`src/rtl/hazard_fwd_ctrl.sv`:
```
// ============================================================================
// Module   : hazard_fwd_ctrl
// Brief    : EX operand forwarding selects and pipeline hold/bubble/flush FSM
// Revision : 1.0
// ============================================================================
`default_nettype none

module hazard_fwd_ctrl #(
    parameter int CNT_W = 16
) (
    input  logic             clk,
    input  logic             rst,
    input  logic [4:0]       id_rs1,
    input  logic [4:0]       id_rs2,
    input  logic             id_use_rs1,
    input  logic             id_use_rs2,
    input  logic [4:0]       ex_rs1,
    input  logic [4:0]       ex_rs2,
    input  logic             ex_MemRd,
    input  logic             ex_RegWr,
    input  logic [4:0]       ex_rd,
    input  logic             mem_MemRd,
    input  logic             mem_RegWr,
    input  logic [4:0]       mem_rd,
    input  logic             dmem_ready,
    input  logic             wb_RegWr,
    input  logic [4:0]       wb_rd,
    input  logic             extra_RegWr,
    input  logic [4:0]       extra_rd,
    input  logic             br_flush,
    output logic [1:0]       fwd_a,
    output logic [1:0]       fwd_b,
    output logic             pc_hold,
    output logic             ifid_hold,
    output logic             idex_bubble,
    output logic             pipe_hold,
    output logic             ifid_flush,
    output logic             idex_flush,
    output logic [1:0]       state,
    output logic [CNT_W-1:0] stall_cycles
);

    typedef enum logic [1:0] {
        S_RUN      = 2'b00,
        S_LU_STALL = 2'b01,
        S_MEM_WAIT = 2'b10
    } state_e;

    state_e           state_q, state_d;
    logic [CNT_W-1:0] cnt_q, cnt_d;

    logic w_load_use, w_mem_wait;
    logic w_pc_hold, w_ifid_hold, w_idex_bubble, w_pipe_hold, w_ifid_flush, w_idex_flush;

    // A load in MEM never supplies EX/MEM forwarding; its data only exists later.
    function automatic logic [1:0] fwd_sel(
        input logic [4:0] rs,
        input logic       m_wr, input logic m_rd_mem, input logic [4:0] m_rd,
        input logic       w_wr, input logic [4:0] w_rd,
        input logic       x_wr, input logic [4:0] x_rd
    );
        logic [1:0] sel;
        sel = 2'b00;
        if (m_wr && !m_rd_mem && (m_rd != 5'd0) && (m_rd == rs))
            sel = 2'b01;
        else if (w_wr && (w_rd != 5'd0) && (w_rd == rs))
            sel = 2'b10;
        else if (x_wr && (x_rd != 5'd0) && (x_rd == rs))
            sel = 2'b11;
        return sel;
    endfunction

    always_comb begin
        fwd_a = fwd_sel(ex_rs1, mem_RegWr, mem_MemRd, mem_rd, wb_RegWr, wb_rd,
                        extra_RegWr, extra_rd);
        fwd_b = fwd_sel(ex_rs2, mem_RegWr, mem_MemRd, mem_rd, wb_RegWr, wb_rd,
                        extra_RegWr, extra_rd);
    end

    assign w_load_use = ex_MemRd && ex_RegWr && (ex_rd != 5'd0) &&
                        ((id_use_rs1 && (id_rs1 == ex_rd)) ||
                         (id_use_rs2 && (id_rs2 == ex_rd)));
    assign w_mem_wait = mem_MemRd && !dmem_ready;

    always_comb begin
        state_d       = state_q;
        w_pc_hold     = 1'b0;
        w_ifid_hold   = 1'b0;
        w_idex_bubble = 1'b0;
        w_pipe_hold   = 1'b0;
        w_ifid_flush  = 1'b0;
        w_idex_flush  = 1'b0;
        case (state_q)
            S_RUN: begin
                if (w_mem_wait) begin
                    w_pipe_hold = 1'b1;
                    w_pc_hold   = 1'b1;
                    w_ifid_hold = 1'b1;
                    state_d     = S_MEM_WAIT;
                end else if (br_flush) begin
                    w_ifid_flush = 1'b1;
                    w_idex_flush = 1'b1;
                end else if (w_load_use) begin
                    w_pc_hold     = 1'b1;
                    w_ifid_hold   = 1'b1;
                    w_idex_bubble = 1'b1;
                    state_d       = S_LU_STALL;
                end
            end
            S_LU_STALL: begin
                state_d = S_RUN;
                if (w_mem_wait) begin
                    w_pipe_hold = 1'b1;
                    w_pc_hold   = 1'b1;
                    w_ifid_hold = 1'b1;
                    state_d     = S_MEM_WAIT;
                end else if (br_flush) begin
                    w_ifid_flush = 1'b1;
                    w_idex_flush = 1'b1;
                end
            end
            S_MEM_WAIT: begin
                // EX is frozen here, so a pending br_flush is taken after the wait.
                if (w_mem_wait) begin
                    w_pipe_hold = 1'b1;
                    w_pc_hold   = 1'b1;
                    w_ifid_hold = 1'b1;
                end else begin
                    state_d = S_RUN;
                end
            end
            default: state_d = S_RUN;
        endcase
    end

    assign pc_hold     = rst && w_pc_hold;
    assign ifid_hold   = rst && w_ifid_hold;
    assign idex_bubble = rst && w_idex_bubble;
    assign pipe_hold   = rst && w_pipe_hold;
    assign ifid_flush  = rst && w_ifid_flush;
    assign idex_flush  = rst && w_idex_flush;

    assign cnt_d = (pc_hold && (cnt_q != {CNT_W{1'b1}})) ? cnt_q + CNT_W'(1) : cnt_q;

    always_ff @(posedge clk or negedge rst) begin
        if (!rst) begin
            state_q <= S_RUN;
            cnt_q   <= '0;
        end else begin
            state_q <= state_d;
            cnt_q   <= cnt_d;
        end
    end

    assign state        = state_q;
    assign stall_cycles = cnt_q;

endmodule

`default_nettype wire

```
`config.mk`:
```
export PLATFORM = sky130hd
export DESIGN_NAME = hazard_fwd_ctrl
export DESIGN_NICKNAME = d
export VERILOG_FILES = /design/src/rtl/hazard_fwd_ctrl.sv
export SDC_FILE = /design/constraint.sdc
export NUM_CORES = 1
export LEC_CHECK = 0
export ABC_AREA = 0
export CORE_MARGIN = 5
export CORE_UTILIZATION = 44
export DETAILED_ROUTE_END_ITERATION = 12
export GPL_TIMING_DRIVEN = 0
export PLACE_DENSITY = 0.95
export SLEW_MARGIN = 20
export SYNTH_ARGS = -nofsm -noshare
export SYNTH_HDL_FRONTEND = slang
export SYNTH_SLANG_ARGS = --single-unit
```
`constraint.sdc`:
```
create_clock -name clk -period 4.9 [get_ports clk]
set_input_delay 0.98 -clock clk [delete_from_list [all_inputs] [get_ports clk]]
set_output_delay 0.98 -clock clk [all_outputs]
set_load 0.005 [all_outputs]
```
==> key figures, run 1 <==
Yosys
  • Sequential share of the synthesized area: 0.279
  • Synth cell types: 38
  • Top-count cell post-synth: xnor2_1
  • Top_reg_cell synth: dfrtp_1
  • Post-Syn Nets: 235
  • Syn Std Cell Area: 1620 um2
  • Instance count of the mapped netlist: 178
  • Largest cells by area after synthesis: dfrtp_1 (28%), xnor2_1 (16%), xor2_1 (14%), ha_1 (3.9%), nand2_1 (3.5%)
  • Yosys top cell by area: dfrtp_1
  • Number of synthesized flops with an enable pin: 0
  • Yosys top cell area share: 0.279
  • #FFs+latches synth: 18
  • Yosys Warn Count: 0
  • Mapped Avg Cell Area: 9.07 um2
  • Commonest cells in the netlist: xnor2_1 (29), xor2_1 (25), dfrtp_1 (18)
  • Async S/R FF share, synth: 1.00

Worst setup path
  • RR Endpoint: stall_cycles[15]
  • Worst-path maximum fanout: 22
  • CP Capture Type: primary output
  • CP arrival: 3510 ps
  • Reg-to-reg critical path startpoint: stall_cycles[0]
  • Crit path kind: in2out
  • WP data required: 3920 ps
  • Worst Setup Start Kind: primary input
  • R2R setup slack: 2800 ps
  • Register-to-Register Path Depth: 7

Timing
  • Final worst path period need: 4490 ps
  • Max Fclk: 223 MHz
  • Final setup violating endpoints: 0
  • Tightest Pin Transition: 890 ps
  • Final hold vios: 0
  • Worst Skew: 1.34 ps
  • RSZ-0062 raised after global routing: false
  • Slew margin rel.: 0.405
  • Total negative slack: 0 ps
  • Slew Limit Fails: 0
  • WHS: 487 ps
  • Final worst-path cycle share: 0.916

Clock network
  • Post-CTS resize count: 0
  • Clock sink total: 18
  • CTS max path bufs: 2
  • Inserted Clock Buffers: 3
  • # hold bufs at CTS: 0
  • Postcts setup bufs: 0
  • Clk slew on worst S/H paths: 70 ps
  • CTS root buffer: clkbuf_8
  • H-tree depth: 1
  • Later-pin clock latency in the skew report: 250 ps
  • CTS tree: done

Hold path
  • Hold Crit Depth: 1
  • Hold WC Path Type: reg2reg
  • Worst Hold Path EP: stall_cycles[11]
  • Hold Startpoint: stall_cycles[11]

Floorplan
  • Die ar.: 4980 um2
  • IO Pins: 80
  • Row cnt: 22
  • Die extent in x: 70.6 um
  • Initial core utilization: 0.448
  • Core box area: 3610 um2
  • Chip height: 70.6 um

Finish
  • Layout cells sized above 1: 0.0690
  • Number of antenna diodes: 0
  • Nets: 319
  • Synth-to-layout area growth: 56.1%
  • # fillers: 294

Drt
  • Routed vias: 1632
  • Routed metal-1 wirelength: 1.67 mm
  • Final wirelength: 4.39 mm
  • Metal3 WL: 351 um
  • Final ANT Viol Nets: 0
  • Via/cell ratio: 5.28
  • DR pass1 iterations: 4
  • Highest metal used: met4
  • Initial detailed-routing violation count: 93
  • Routed WL per cell: 14.2 um
  • WL met2: 2.29 mm
  • DRC violations left: 0

Place
  • IO buf count: 79
  • HPWL after DPL: 3.74 mm
  • GP Congestion: 0.850

GRT
  • GRT overflow: 0
  • Initial antenna violation count: 0
  • Number of global-route vias before repair: 1590
  • First-pass GRT wire length: 7.07 mm
  • Global Route Usage Sum: 0.173
  • Pin count of the biggest net entering global routing: 23

Pwr
  • Power per cell area: 219 nW/um2
  • Static leakage: 1.02 nW
  • Maximum VDD drop: 0.347 mV

Run status
  • Status: finished clean

Run
  • Max cap viols: 0
-- layer usage --
layer | track usage | up-vias
met1 | 0.200 | 749
met2 | 0.321 | 80
met3 | 0.0412 | 8
met4 | 0.0418 | 0
li1 | - | 795
met5 | 0 | -
-- power by group --
part / leakage, nW / internal, mW / switching (mW)
clock network: 0.0288 / 0.0713 / 0.0488
logic: 0.757 / 0.141 / 0.0946
registers: 0.238 / 0.168 / 0.0282
total: 1.02 / 0.381 / 0.172
-- state kept, by name, indices dropped and copies added, names as in the netlist --
register      flops
stall_cycles     16
state             2
-- cell families after synthesis --
logic type / Yosys count / share of synthesized area
simple gates: 78 / 0.280
xor+xnor: 54 / 0.293
flops: 18 / 0.279
compound gates: 12 / 0.0589
buf+inv: 8 / 0.0279
fa+ha+maj: 5 / 0.0387
mux: 3 / 0.0225
-- stage by stage --
stage	area (um2)	std cells	setup slack, ps	util	power, mW
2_1_floorplan	1620	178	1630	-	0.304
3_3_place_gp	2470	305	355	0.684	0.424
3_5_place_dp	2470	305	373	0.684	0.434
4_1_cts	2520	309	359	0.699	0.557
5_1_grt	2520	309	192	0.699	0.587
6_report	2520	309	412	0.699	0.552
-- worst max-delay path, cell delays in order --
cell	delay (ps)
clkdlybuf4s50_1	1050
nor3b_1	350
o21a_1	210
a31oi_4	70
buf_6	190
inv_1	60
buf_4	90
clkdlybuf4s50_1	480
-- how the worst max path moves through the flow --
stage          startpoint       to  slack (ps)  cells past startpoint
2_1_floorplan    ex_rd[1]  pc_hold        1630                      7
3_3_place_gp          rst  pc_hold         360                      8
3_5_place_dp          rst  pc_hold         370                      8
4_1_cts               rst  pc_hold         360                      8
5_1_grt               rst  pc_hold         190                      8
6_report              rst  pc_hold         410                      8
-- cell type report --
| type | instances | area, um2 | share of cell area |
|---|---|---|---|
| Clock buffer | 4 | 55.1 | 0.0218 |
| Sequential cell | 18 | 450 | 0.179 |
| Inverter | 4 | 15.0 | 0.00596 |
| Tap cell | 48 | 60.1 | 0.0238 |
| Buffer | 4 | 30.0 | 0.0119 |
| Multi-Input combinational cell | 152 | 1120 | 0.444 |
| Timing Repair Buffer | 79 | 791 | 0.314 |
-- cells in the final DEF, fill, tap and decap left out, drive strengths merged, types with 5 or more instances in the layout --
cell,instances
clkdlybuf4s50,79
xnor2,29
xor2,25
dfrtp,18
nand2,15
nor3,12
nor2,10
nand3,8
nand4,8
o21ai,5
ha,5
clkbuf,5
(Power assumes the default switching activity.)
==> run 2, diff against run 1 <==
--- a/config.mk
+++ b/config.mk
@@ -6,6 +6,7 @@
 export NUM_CORES = 1
 export LEC_CHECK = 0
 export ABC_AREA = 0
+export CORE_ASPECT_RATIO = 1.2
 export CORE_MARGIN = 5
 export CORE_UTILIZATION = 44
 export DETAILED_ROUTE_END_ITERATION = 12
==> run 2 against run 1 <==
  * Critical endpoint unchanged
  * Global-route usage grew 2.3 points
  * Non-clock buffer count did not move
  * Critical path depth unchanged
  * Utilization is 0.65 points lower
  * Clock skew grew 2.4 ps
  * Worst setup slack got worse by 4.2 ps
  * Count of clock-buffer cells in the layout decreased by 1
==> key figures, run 2 (synthesis gave the netlist of run 1 again) <==
Drt
  • Via/cell ratio: 5.44 (+3.0%)
  • Final wirelength: 4.83 mm (+10%)
  • Final ANT Viol Nets: 0 (unchanged)
  • DR pass1 iterations: 4 (unchanged)
  • Initial detailed-routing violation count: 148 (+59%)
  • Routed vias: 1626 (-0.37%)
  • Routed WL per cell: 16.2 um (+14%)
  • DRC violations left: 0 (unchanged)

Pwr
  • Static leakage: 1.02 nW (-0.70%)
  • Design Power: 532 uW (-3.6%)
  • Power per cell area: 213 nW/um2 (-2.7%)
  • Maximum VDD drop: 0.226 mV (-35%)

Clock network
  • Clock sink total: 18 (unchanged)
  • CTS root buffer: clkbuf_8
  • H-tree depth: 1 (unchanged)
  • # hold bufs at CTS: 0 (unchanged)
  • Later-pin clock latency in the skew report: 250 ps (about the same)
  • Postcts setup bufs: 0 (unchanged)
  • Post-CTS resize count: 0 (unchanged)
  • CTS tree: done
  • Clk slew on worst S/H paths: 60 ps (about the same)
  • CTS max path bufs: 2 (unchanged)
  • Inserted Clock Buffers: 3 (unchanged)

GRT
  • Initial antenna violation count: 0 (unchanged)
  • Global Route Usage Sum: 0.196 (+0.0231)
  • GRT overflow: 0 (unchanged)
  • First-pass GRT wire length: 7.94 mm (+12%)
  • Pin count of the biggest net entering global routing: 23 (unchanged)
  • Number of global-route vias before repair: 1700 (+6.9%)

Finish
  • Fin util: 0.693 (-0.00646)
  • Number of antenna diodes: 0 (unchanged)
  • # fillers: 275 (-6.5%)
  • Layout cells sized above 1: 0.0654 (-0.00358)
  • Commonest cells after routing, fill and taps aside: clkdlybuf4s50_1 (79), xnor2_1 (29), xor2_1 (25)
  • Most common cell after layout, fill and taps aside: clkdlybuf4s50_1
  • Nets: 319 (unchanged)
  • Largest register FFs: 16 (unchanged)
  • Synth-to-layout area growth: 54.5%

Timing
  • Final worst-path cycle share: 0.917 (about the same)
  • Final hold vios: 0 (unchanged)
  • Final setup violating endpoints: 0 (unchanged)
  • RSZ-0062 raised after global routing: false
  • Setup ws final: 407 ps (-4.23 ps)
  • Tightest Pin Transition: 905 ps (+15.6 ps)
  • Final worst path period need: 4490 ps (+4.23 ps)
  • Slew margin rel.: 0.394 (-0.0105)
  • Slew Limit Fails: 0 (unchanged)
  • Max Fclk: 223 MHz (about the same)
  • Total negative slack: 0 ps (unchanged)
  • Worst Skew: 3.72 ps (+2.37 ps)

Hold path
  • Hold Crit Depth: 1 (unchanged)
  • Hold WC Path Type: reg2reg
  • Worst Hold Path EP: stall_cycles[11]
  • Hold Startpoint: stall_cycles[11]

Floorplan
  • Core box area: 3600 um2 (about the same)
  • Row cnt: 24 (+9.1%)
  • Initial core utilization: 0.448 (about the same)
  • Die extent in x: 65.3 um (-7.5%)
  • Chip height: 76.4 um (+8.2%)
  • Die ar.: 4990 um2 (about the same)
  • IO Pins: 80 (unchanged)

Worst setup path
  • CP most frequent cell: clkdlybuf4s50_1
  • RR Endpoint: stall_cycles[10]
  • Worst Setup Start Kind: primary input
  • Register-to-Register Path Depth: 7 (unchanged)
  • Crit path kind: in2out
  • CP cell instances: clkdlybuf4s50_1 -> nor3b_1 -> o21a_1 -> a31oi_4 -> buf_6 -> inv_1 -> buf_4 -> clkdlybuf4s50_1
  • CP max-delay cell: clkdlybuf4s50_1
  • Worst-path maximum fanout: 22 (unchanged)
  • R2R setup slack: 2750 ps (-50 ps)
  • CP Capture Type: primary output
  • Slowest stage delay, CP: 1060 ps (about the same)
  • Reg-to-reg critical path startpoint: stall_cycles[0]
  • WP data required: 3920 ps (about the same)
  • CP arrival: 3510 ps (about the same)

Run
  • Max cap viols: 0 (unchanged)

Place
  • HPWL after DPL: 3.94 mm (+5.4%)
  • IO buf count: 79 (unchanged)
  • GP Congestion: 0.824 (-3.1%)
  • Dpl ws: 359 ps (-13.6 ps)

Run status
  • Status: finished clean
==> run 2: changes by cell type in the layout (fill, tap and decap cells not counted) <==
cell / previous run / this run
clkbuf_8: 4 / 3
==> run 2: per-stage QoR <==
stage | cell area (um2) | std cells | hold slack, ps
final | 2500 | 299 | 494
after CTS | 2500 | 299 | 497
after global routing | 2500 | 299 | 524
after detailed placement | 2450 | 296 | 488
after global placement | 2450 | 296 | 480
after floorplan | 1620 | 178 | 478
==> run 2: routing by layer <==
layer	track usage	part of all wire
met1	0.228	0.40
met2	0.358	0.52
met3	0.0265	0.060
met4	0.0685	0.022
met5	0	0
==> run 2: worst max-delay path: cells and delay by family <==
| kind | cells | cell delay [ps] |
|---|---|---|
| AO/OA/AOI/OAI | 2 | 280 |
| buffers and inverters | 5 | 1910 |
| AND/OR/NAND/NOR | 1 | 340 |
==> run 2: worst max-delay path by stage <==
stage,start,to,slack [ps],cells after the start
after CTS,rst,pc_hold,330,8
after global placement,rst,pc_hold,410,8
after floorplan,ex_rd[1],pc_hold,1630,7
after global routing,rst,pc_hold,160,8
final,rst,pc_hold,410,8
after detailed placement,rst,pc_hold,360,8
==> run 2: area by class of cell <==
type	instances	area [um2]	area share
tap	39	48.8	0.0195
buffer	4	30.0	0.0120
inverter	4	15.0	0.00602
timing repair buffer	79	791	0.317
sequential	18	450	0.180
clock buffer	3	41.3	0.0165
multi-input combinational	152	1120	0.449
==> run 2: report_power, final <==
part           total, mW  internal [mW]  switching, mW  leakage [nW]
combinational      0.237          0.142         0.0957         0.757
sequential         0.194          0.169         0.0256         0.238
clock              0.101         0.0546         0.0462        0.0216
total              0.532          0.365          0.168          1.02
